$ cat config.mk
export PLATFORM = sky130hd
export DESIGN_NAME = bin2bcd_seq
export DESIGN_NICKNAME = d
export VERILOG_FILES = /design/src/rtl/bin2bcd_seq.sv
export SDC_FILE = /design/constraint.sdc
export NUM_CORES = 1
export LEC_CHECK = 0
export ABC_CLOCK_PERIOD_IN_PS = 1700
export CAP_MARGIN = 20
export CORE_AREA = 2 2 74 69
export DETAILED_ROUTE_END_ITERATION = 16
export DIE_AREA = 0 0 76 71
export PLACE_DENSITY = 0.74
export SKIP_CTS_REPAIR_TIMING = 1
export SLEW_MARGIN = 15
export SYNTH_ARGS = -nofsm -noshare
export SYNTH_HDL_FRONTEND = slang
export SYNTH_SLANG_ARGS = --single-unit
$ cat constraint.sdc
create_clock -name clk -period 1.7 [get_ports clk]
set_clock_uncertainty 0.2 [all_clocks]
set_input_delay 0.255 -clock clk [delete_from_list [all_inputs] [get_ports clk]]
set_output_delay 0.255 -clock clk [all_outputs]
set_load 0.03 [all_outputs]
$ cat src/rtl/bin2bcd_seq.sv
// bin2bcd_seq: multi-cycle binary-to-BCD converter (shift-and-add-3).
// One add3 corrector per BCD digit is reused on every iteration; the
// conversion is sequenced by a small FSM with a start/busy/done handshake.
//
// Build option:
//   BIN2BCD_FAST_EN defined   -> correction and shift happen in the same
//                                cycle (WIDTH+1 cycle latency, longer path).
//   BIN2BCD_FAST_EN undefined -> correction is registered in its own ADJUST
//                                cycle (2*WIDTH+1 cycle latency).

// Single-digit double-dabble correction: digits of 5 or more get +3.
module bin2bcd_add3 (
  input  logic [3:0] digit,
  output logic [3:0] corrected
);

  // Digits 5..9 are biased by 3 so the following left shift carries into
  // the next decade; 0..4 pass through untouched.
  always_comb begin
    corrected = digit;
    case (digit)
      4'd5, 4'd6, 4'd7, 4'd8, 4'd9: corrected = digit + 4'd3;
      default:                       corrected = digit;
    endcase
  end

endmodule

module bin2bcd_seq #(
  parameter int WIDTH  = 8,
  parameter int DIGITS = 3
) (
  input  logic                  clk,
  input  logic                  reset,
  input  logic                  start,
  input  logic [WIDTH-1:0]      bin_in,
  output logic                  busy,
  output logic                  done,
  output logic [4*DIGITS-1:0]   bcd_out
);

  localparam int CW = $clog2(WIDTH + 1);
  localparam int BW = 4 * DIGITS;

  typedef enum logic [1:0] {
    IDLE   = 2'd0,
    ADJUST = 2'd1,
    SHIFT  = 2'd2,
    DONE   = 2'd3
  } state_t;

  state_t            state;
  state_t            next_state;
  logic [WIDTH-1:0]  bin_sr;
  logic [BW-1:0]     bcd_sr;
  logic [CW-1:0]     cnt;
  logic [BW-1:0]     bcd_adj;
  logic [BW+WIDTH-1:0] shifted;

  // One corrector per digit, all looking at the current BCD shift register.
  for (genvar g = 0; g < DIGITS; g++) begin : g_add3
    bin2bcd_add3 u_add3 (
      .digit     (bcd_sr[4*g +: 4]),
      .corrected (bcd_adj[4*g +: 4])
    );
  end

  // Combined shift of the BCD and binary registers; the fast build shifts
  // the already-corrected digits so one cycle does a whole iteration.
  always_comb begin
`ifdef BIN2BCD_FAST_EN
    shifted = {bcd_adj, bin_sr} << 1;
`else
    shifted = {bcd_sr, bin_sr} << 1;
`endif
  end

  // State register.
  always_ff @(posedge clk or negedge reset) begin
    if (!reset) state <= IDLE;
    else        state <= next_state;
  end

  // Next-state logic: IDLE -> (ADJUST -> SHIFT)* -> DONE -> IDLE.
  always_comb begin
    next_state = state;
    case (state)
      IDLE: begin
        if (start) begin
`ifdef BIN2BCD_FAST_EN
          next_state = SHIFT;
`else
          next_state = ADJUST;
`endif
        end
      end
      ADJUST: next_state = SHIFT;
      SHIFT: begin
        if (cnt == CW'(1)) begin
          next_state = DONE;
        end else begin
`ifdef BIN2BCD_FAST_EN
          next_state = SHIFT;
`else
          next_state = ADJUST;
`endif
        end
      end
      DONE:    next_state = IDLE;
      default: next_state = IDLE;
    endcase
  end

  // Datapath: load on accept, correct/shift per iteration, publish on DONE.
  always_ff @(posedge clk or negedge reset) begin
    if (!reset) begin
      bin_sr  <= '0;
      bcd_sr  <= '0;
      cnt     <= '0;
      bcd_out <= '0;
      done    <= 1'b0;
    end else begin
      done <= 1'b0;
      case (state)
        IDLE: begin
          if (start) begin
            bin_sr <= bin_in;
            bcd_sr <= '0;
            cnt    <= CW'(WIDTH);
          end
        end
        ADJUST: begin
          bcd_sr <= bcd_adj;
        end
        SHIFT: begin
          {bcd_sr, bin_sr} <= shifted;
          cnt              <= cnt - CW'(1);
        end
        DONE: begin
          bcd_out <= bcd_sr;
          done    <= 1'b1;
        end
        default: ;
      endcase
    end
  end

  assign busy = (state != IDLE);

endmodule

==> results of run 1 <==
==> through the flow <==
step | setup TNS [ps] | utilization | worst slack (ps) | hold WS, ps | power [mW]
3_5_place_dp | -3760 | 0.637 | -267 | 24.3 | 4.53
2_1_floorplan | -214 | - | -106 | -241 | 3.28
5_1_grt | -3240 | 0.757 | -289 | 293 | 6.64
6_report | -1870 | 0.757 | -247 | 234 | 6.29
4_1_cts | -3930 | 0.658 | -252 | -292 | 5.24
3_3_place_gp | -2760 | 0.637 | -217 | 21.2 | 4.47
==> area by class of cell <==
cell class / count / area [um2] / area share
multi-input combinational: 160 / 1480 / 0.420
sequential: 39 / 981 / 0.279
timing repair buffer: 89 / 818 / 0.232
clock buffer: 8 / 100 / 0.0284
tap: 65 / 81.3 / 0.0231
inverter: 14 / 62.6 / 0.0178
==> Yosys cell counts (5+ instances only) <==
library cell | n | area share
dfrtp_1 | 39 | 0.43
o21ai_0 | 20 | 0.044
nor2_1 | 9 | 0.015
o22ai_1 | 7 | 0.019
o2bb2ai_1 | 5 | 0.019
inv_1 | 14 | 0.023
a21oi_1 | 9 | 0.020
nand3_1 | 8 | 0.018
mux2i_1 | 5 | 0.022
ha_1 | 19 | 0.11
nand2_1 | 15 | 0.025
nand2b_1 | 7 | 0.019
mux2_2 | 13 | 0.065
==> worst min-delay path by stage <==
stage / startpoint / end / slack (ps) / cells past startpoint
floorplan: reset / bcd_out[0] / -240 / 0
global placement: reset / bin_sr[3] / 20 / 1
detailed placement: reset / bin_sr[3] / 20 / 1
CTS: reset / bin_sr[3] / -290 / 1
global route: reset / bin_sr[3] / 290 / 2
finish: reset / bin_sr[3] / 230 / 2
==> power groups by stage <==
stage / Sequential (mW) / Combinational (mW) / Clock (mW)
after floorplan: 1.65 / 1.62 / 0
after global placement: 1.47 / 3.00 / 0
after detailed placement: 1.48 / 3.05 / 0
after CTS: 1.47 / 3.07 / 0.709
after global routing: 1.55 / 4.34 / 0.752
final: 1.52 / 4.06 / 0.708
==> flip-flops by register name, summed over array words and instances, names as in the netlist <==
signal	count
bcd_sr	12
state	2
done	1
cnt	4
bcd_out	12
bin_sr	8
==> worst max-delay path, cell delays in order, from the launching register on <==
cell       delay, ps
dfrtp_1          390
inv_2            100
ha_4             180
nor2b_4          140
buf_6            130
nor2_4           140
buf_4            140
buf_6            100
nand3_1           80
o2bb2ai_1        250
==> cell usage in the layout (no fill, tap or decap), types with 9 or more instances in the layout <==
cell             count
dfrtp_1             35
nand2_1             11
o21ai_0             15
mux2_2              13
clkdlybuf4s50_1      9
buf_6               10
dlymetal6s2s_1      13
buf_4               53
a21oi_1              9
ha_4                10
==> metal layers <==
layer	GRT usage	vias up	share of wire
met4	0.0545	0	0.032
met5	0	-	0
met2	0.321	67	0.49
li1	-	980	-
met1	0.277	1036	0.43
met3	0.0383	19	0.047
==> kinds of logic (layout without fill, tap and decap cells) <==
kind of cell,after synthesis,in the layout
buffers and inverters,24,111
DFF,39,39
and+or+nand+nor,62,62
adders and majority gates,19,19
muxes,18,18
AOI/OAI and AO/OA,61,61
==> impl_metrics.prom, run 1 <==
# TYPE chip_impl_metric gauge
chip_impl_metric{name="count_of_antenna_diodes_in_the_layout",unit=""} 0
chip_impl_metric{name="r2r_setup_slack",unit="ps"} -250
chip_impl_metric{name="dp_cells",unit=""} 356
chip_impl_metric{name="min_period",unit="ps"} 1950
chip_impl_metric{name="max_slew_violation_total_from_the_final_report",unit=""} 0
chip_impl_metric{name="layout.cells.non_filler",unit=""} 375
chip_impl_metric{name="share_comb_of_total_power",unit=""} 0.646
chip_impl_metric{name="timing.final.crit_share",unit=""} 1.15
chip_impl_metric{name="yosys.area_share.xor_xnor",unit=""} 0
chip_impl_metric{name="switching_power",unit="mW"} 2.72
chip_impl_metric{name="muxShareOfSynthArea",unit=""} 0.0871
chip_impl_metric{name="share_of_the_synthesized_area_in_compound_gates_ao_oa_aoi_oai",unit=""} 0.178
chip_impl_metric{name="htreeDepth",unit=""} 2
chip_impl_info{name="root_buffer",value="clkbuf_8"} 1
chip_impl_metric{name="synthesis.instances",unit=""} 223
chip_impl_metric{name="maxCapViolCount",unit=""} 0
chip_impl_metric{name="reg2reg_path_depth",unit=""} 9
chip_impl_metric{name="power.leakage",unit="nW"} 1.73
chip_impl_metric{name="fill_cells",unit=""} 273
chip_impl_metric{name="drt_iter0_drc",unit=""} 145
chip_impl_metric{name="required",unit="ps"} 1690
chip_impl_info{name="startpoint_type",value="flip-flop"} 1
chip_impl_metric{name="timing.final.ws_setup",unit="ps"} -247
chip_impl_info{name="combinational_family_with_the_most_area_after_synthesis",value="compound AO/OA/AOI/OAI gates"} 1
chip_impl_metric{name="clkSinkCount",unit=""} 39
chip_impl_info{name="critical_path.startpoint",value="state[1]"} 1
chip_impl_metric{name="peakVddDrop",unit="mV"} 0.853
chip_impl_info{name="cts_tree",value="built"} 1
chip_impl_metric{name="die_width",unit="um"} 76
chip_impl_metric{name="row_count",unit=""} 24
chip_impl_metric{name="dieArea",unit="um2"} 5400
chip_impl_metric{name="routed_via_density",unit=""} 5.61
chip_impl_metric{name="antenna_found_initial",unit=""} 0
chip_impl_metric{name="synth.ff_latch_count",unit=""} 39
chip_impl_metric{name="share_of_layout_cells_above_drive_strength_1",unit=""} 0.468
chip_impl_metric{name="numPortBuffers",unit=""} 24
chip_impl_metric{name="die_h",unit="um"} 71
chip_impl_info{name="critPathKind",value="reg2reg"} 1
chip_impl_metric{name="area_share_of_fa_ha_maj_cells_after_synthesis",unit=""} 0.105
chip_impl_metric{name="initial_core_util",unit=""} 0.484
chip_impl_info{name="endpoint",value="bcd_sr[3]"} 1
chip_impl_metric{name="maximum_number_of_pins_on_one_net_before_global_route_repair",unit=""} 23
chip_impl_metric{name="clkPwrFrac",unit=""} 0.113
chip_impl_info{name="grt_setup_unrepaired",value="yes"} 1
chip_impl_metric{name="detailedPlacementHpwl",unit="mm"} 3.66
chip_impl_metric{name="drt-total-wl",unit="mm"} 6.69
chip_impl_info{name="synth_flop_cell",value="dfrtp_1"} 1
chip_impl_metric{name="post_drt_wl_per_cell",unit="um"} 17.9
chip_impl_metric{name="final-setup-viol-count",unit=""} 25
chip_impl_metric{name="fmaxAchievable",unit="MHz"} 514
chip_impl_metric{name="gp_congestion",unit=""} 0.837
chip_impl_metric{name="ctsLongestPathBuffers",unit=""} 2
chip_impl_metric{name="synth-edff-count",unit=""} 0
chip_impl_metric{name="grt_pass1_wl",unit="mm"} 8.66
chip_impl_metric{name="via_count",unit=""} 2102
chip_impl_info{name="worst_hold_path_type",value="in2async"} 1
chip_impl_metric{name="gr-usage-all-layers",unit=""} 0.199
chip_impl_metric{name="synth.net_count",unit=""} 253
chip_impl_metric{name="detail_route.drc_violations",unit=""} 0
chip_impl_info{name="failed_checks",value="negative setup slack"} 1
chip_impl_metric{name="first_global_vias",unit=""} 1837
chip_impl_metric{name="yosysSeqAreaShare",unit=""} 0.433
chip_impl_metric{name="synth_area",unit="um2"} 2250
chip_impl_metric{name="worst_pin_slew",unit="ps"} 456
chip_impl_metric{name="synth_warnings",unit=""} 0
chip_impl_info{name="crit_reg_reg_endpoint",value="bcd_sr[3]"} 1
chip_impl_metric{name="cts.reportedPaths.clkPinSlew",unit="ps"} 80
chip_impl_metric{name="slew_headroom",unit=""} 0.696
chip_impl_metric{name="dpl_cell_area",unit="um2"} 2960
chip_impl_metric{name="clk-insertion-delay-late",unit="ps"} 300
chip_impl_metric{name="drtAntennaViolNets",unit=""} 0
chip_impl_metric{name="core_area",unit="um2"} 4650
chip_impl_metric{name="i_o_pin_total",unit=""} 25
chip_impl_metric{name="finish.net_count",unit=""} 339
chip_impl_metric{name="seq_power_share",unit=""} 0.242
chip_impl_metric{name="endpoint_arrival_time_on_the_critical_path",unit="ps"} 1940
chip_impl_metric{name="flow.area_growth_from_synthesis",unit="%"} 56.2
chip_impl_info{name="result_of_the_run",value="finished with violations"} 1
chip_impl_metric{name="hold_violations",unit=""} 0
chip_impl_info{name="worst_setup_end_kind",value="flip-flop"} 1
chip_impl_metric{name="cellInternalPower",unit="mW"} 3.57
chip_impl_metric{name="ys_async_sr_fraction",unit=""} 1.00
chip_impl_metric{name="detailed_routing_iterations_pass_1",unit=""} 4
chip_impl_info{name="worstReg2RegStart",value="state[1]"} 1
chip_impl_metric{name="syn-mean-instance-area",unit="um2"} 10.1
chip_impl_metric{name="cell_area_after_layout",unit="um2"} 3520
chip_impl_metric{name="swShare",unit=""} 0.432
chip_impl_metric{name="pwr_density_cell",unit="nW/um2"} 1790
chip_impl_metric{name="grt.overflow.total",unit=""} 0
chip_impl_metric{name="ys_types",unit=""} 40
chip_impl_metric{name="synth-simple-area-share",unit=""} 0.148
chip_impl_metric{name="cts_made_buffers",unit=""} 5
chip_impl_metric{name="critical_path_peak_fanout",unit=""} 4
Note: power is estimated with default switching activity, not from simulation.
==> run 2: changes to the inputs <==
Settings changed: ABC_CLOCK_PERIOD_IN_PS 1700 to 2190, CORE_AREA 2 2 74 69 to 2 2 70 66, DIE_AREA 0 0 76 71 to 0 0 72 68, PLACE_DENSITY 0.74 to 0.77.
Clock period 1.7 ns to 2.19 ns, I/O delays scaled along.
==> run 2 against run 1 <==
Net effect: utilization decreased by 11 points; cell area shrank 22%; sequential power fell by 24%; critical path type unchanged; final cell count is 17% lower; setup slack improved by 430 ps; wire length is 32% lower; die area decreased by 9.3%; flip-flop and latch count unchanged; the run now ends clean; critical path depth fell by 3; worst hold slack gained 74 ps; sequential share of layout area grew 7.8 points; largest power group unchanged; highest routed layer unchanged.
==> impl_metrics.prom, run 2 (synthesized netlist as in run 1, its figures left out) <==
# TYPE chip_impl_metric gauge
chip_impl_info{name="result_of_the_run",value="completed"} 1
chip_impl_metric{name="ctsLongestPathBuffers",unit=""} 2
chip_impl_metric{name="flow.area_growth_from_synthesis",unit="%"} 21.5
chip_impl_metric{name="utilization",unit=""} 0.647
chip_impl_metric{name="cell_area_after_layout",unit="um2"} 2740
chip_impl_metric{name="i_o_pin_total",unit=""} 25
chip_impl_metric{name="row_count",unit=""} 23
chip_impl_metric{name="critPathMaxStageDelay",unit="ps"} 470
chip_impl_metric{name="finish.net_count",unit=""} 290
chip_impl_metric{name="numPortBuffers",unit=""} 24
chip_impl_metric{name="die_h",unit="um"} 68
chip_impl_metric{name="layout.cells.non_filler",unit=""} 311
chip_impl_metric{name="grt_pass1_wl",unit="mm"} 7.83
chip_impl_metric{name="dpl_cell_area",unit="um2"} 2610
chip_impl_metric{name="count_of_antenna_diodes_in_the_layout",unit=""} 0
chip_impl_metric{name="detailedPlacementHpwl",unit="mm"} 3.27
chip_impl_metric{name="initial_core_util",unit=""} 0.533
chip_impl_info{name="startpoint_type",value="flip-flop"} 1
chip_impl_metric{name="drt-total-wl",unit="mm"} 4.55
chip_impl_metric{name="multi_input_area",unit="um2"} 1170
chip_impl_metric{name="finalHoldWorstSlack",unit="ps"} 309
chip_impl_metric{name="clk-insertion-delay-late",unit="ps"} 300
chip_impl_info{name="path_cells",value="inv_1 > ha_1 > nor3_1 > o221ai_1 > nand2_1 > mux2i_1"} 1
chip_impl_metric{name="hold_violations",unit=""} 0
chip_impl_metric{name="peakVddDrop",unit="mV"} 0.840
chip_impl_metric{name="post_drt_wl_per_cell",unit="um"} 14.6
chip_impl_metric{name="via_count",unit=""} 1782
chip_impl_metric{name="drtAntennaViolNets",unit=""} 0
chip_impl_metric{name="gp_congestion",unit=""} 0.808
chip_impl_metric{name="maxCapViolCount",unit=""} 0
chip_impl_metric{name="fmaxAchievable",unit="MHz"} 500
chip_impl_info{name="top_library_cells_by_usage_in_the_layout_fill_and_taps_aside",value="39 x dfrtp_1, 22 x clkdlybuf4s50_1, 20 x o21ai_0, 19 x ha_1"} 1
chip_impl_info{name="critPathKind",value="reg2reg"} 1
chip_impl_metric{name="drt_iter0_drc",unit=""} 128
chip_impl_metric{name="pwr_density_cell",unit="nW/um2"} 1370
chip_impl_metric{name="timing.final.crit_share",unit=""} 0.914
chip_impl_metric{name="worst_pin_slew",unit="ps"} 510
chip_impl_metric{name="grt.overflow.total",unit=""} 0
chip_impl_info{name="grt_setup_unrepaired",value="no"} 1
chip_impl_metric{name="antenna_found_initial",unit=""} 0
chip_impl_metric{name="first_global_vias",unit=""} 1749
chip_impl_metric{name="detailed_routing_iterations_pass_1",unit=""} 4
chip_impl_metric{name="maximum_number_of_pins_on_one_net_before_global_route_repair",unit=""} 40
chip_impl_metric{name="critical_path_peak_fanout",unit=""} 7
chip_impl_metric{name="max_slew_violation_total_from_the_final_report",unit=""} 0
chip_impl_metric{name="htreeDepth",unit=""} 2
chip_impl_info{name="critical-path-slowest-cell",value="dfrtp_1"} 1
chip_impl_metric{name="dieArea",unit="um2"} 4900
chip_impl_metric{name="seq_area",unit="um2"} 976
chip_impl_metric{name="fill_cells",unit=""} 343
chip_impl_info{name="root_buffer",value="clkbuf_8"} 1
chip_impl_metric{name="cts_made_buffers",unit=""} 5
chip_impl_info{name="cts_tree",value="built"} 1
chip_impl_metric{name="die_width",unit="um"} 72
chip_impl_metric{name="share_of_layout_cells_above_drive_strength_1",unit=""} 0.161
chip_impl_info{name="mostFrequentLayoutCell",value="dfrtp_1"} 1
chip_impl_metric{name="slew_headroom",unit=""} 0.660
chip_impl_metric{name="final-setup-viol-count",unit=""} 0
chip_impl_metric{name="clkSinkCount",unit=""} 39
chip_impl_metric{name="power.leakage",unit="nW"} 1.22
chip_impl_metric{name="required",unit="ps"} 2210
chip_impl_metric{name="min_period",unit="ps"} 2000
chip_impl_metric{name="post-layout-total-power",unit="mW"} 3.76
chip_impl_metric{name="core_area",unit="um2"} 4230
chip_impl_metric{name="dp_cells",unit=""} 302
chip_impl_metric{name="gr-usage-all-layers",unit=""} 0.210
chip_impl_info{name="layout_top_registers",value="bcd_out x12, bcd_sr x12, bin_sr x8"} 1
chip_impl_metric{name="cts.reportedPaths.clkPinSlew",unit="ps"} 80
chip_impl_info{name="worst_setup_end_kind",value="flip-flop"} 1
chip_impl_info{name="worst_hold_path_type",value="reg2reg"} 1
chip_impl_metric{name="routed_via_density",unit=""} 5.73
chip_impl_metric{name="detail_route.drc_violations",unit=""} 0
chip_impl_metric{name="endpoint_arrival_time_on_the_critical_path",unit="ps"} 2020
## run 2: cell types whose count changed in the layout (fill, tap and decap cells not counted), moves of 5 or more
| cell | previous run | this run |
|---|---|---|
| buf_6 | 10 | 0 |
| o21ai_0 | 15 | 20 |
| inv_1 | 5 | 14 |
| buf_4 | 53 | 15 |
| inv_2 | 6 | 0 |
| dlymetal6s2s_1 | 13 | 1 |
| ha_4 | 10 | 0 |
| ha_1 | 7 | 19 |
| clkdlybuf4s50_1 | 9 | 22 |
## run 2: critical path: cells and delay by family, from the launching register on
kind,cells,cell delay [ps]
fa+ha+maj,1,240
simple gates,2,470
mux,1,210
flops,1,470
buf+inv,1,120
compound gates,1,220
## run 2: path summary, 6_finish.rpt
check | start | endpoint | slack, ps | depth (start not counted)
worst max-delay path | bcd_sr[9] | bcd_sr[9] | 190 | 6
worst min-delay path | bcd_out[6] | bcd_out[6] | 310 | 1
worst max register to register | bcd_sr[9] | bcd_sr[9] | 190 | 6
worst min register to register | bcd_out[6] | bcd_out[6] | 310 | 1
max in group asynchronous | reset | bin_sr[5] | 1020 | 3
min in group asynchronous | reset | bin_sr[6] | 420 | 3
## run 2: layer usage
layer,vias to the layer above,track usage,part of all wire
met1,846,0.272,0.45
met5,-,0,0
li1,880,-,-
met3,6,0.0560,0.056
met4,0,0.104,0.016
met2,50,0.328,0.47
## run 2: final cells by class
cell class,count,share of cell area
timing repair buffer,40,0.132
tap,50,0.0228
inverter,14,0.0192
clock inverter,2,0.0128
sequential,39,0.356
multi-input combinational,160,0.427
clock buffer,6,0.0302
## run 2: report_power, final
group          total, mW  switching, mW  internal (mW)
logic               1.99           1.13          0.866
registers           1.15          0.192          0.956
clock network      0.620          0.252          0.369
## run 2: stage by stage
step,worst slack (ps),setup TNS [ps]
after floorplan,320,0
after global placement,215,0
after detailed placement,193,0
after CTS,-147,-147
after global routing,40.6,0
final,188,0
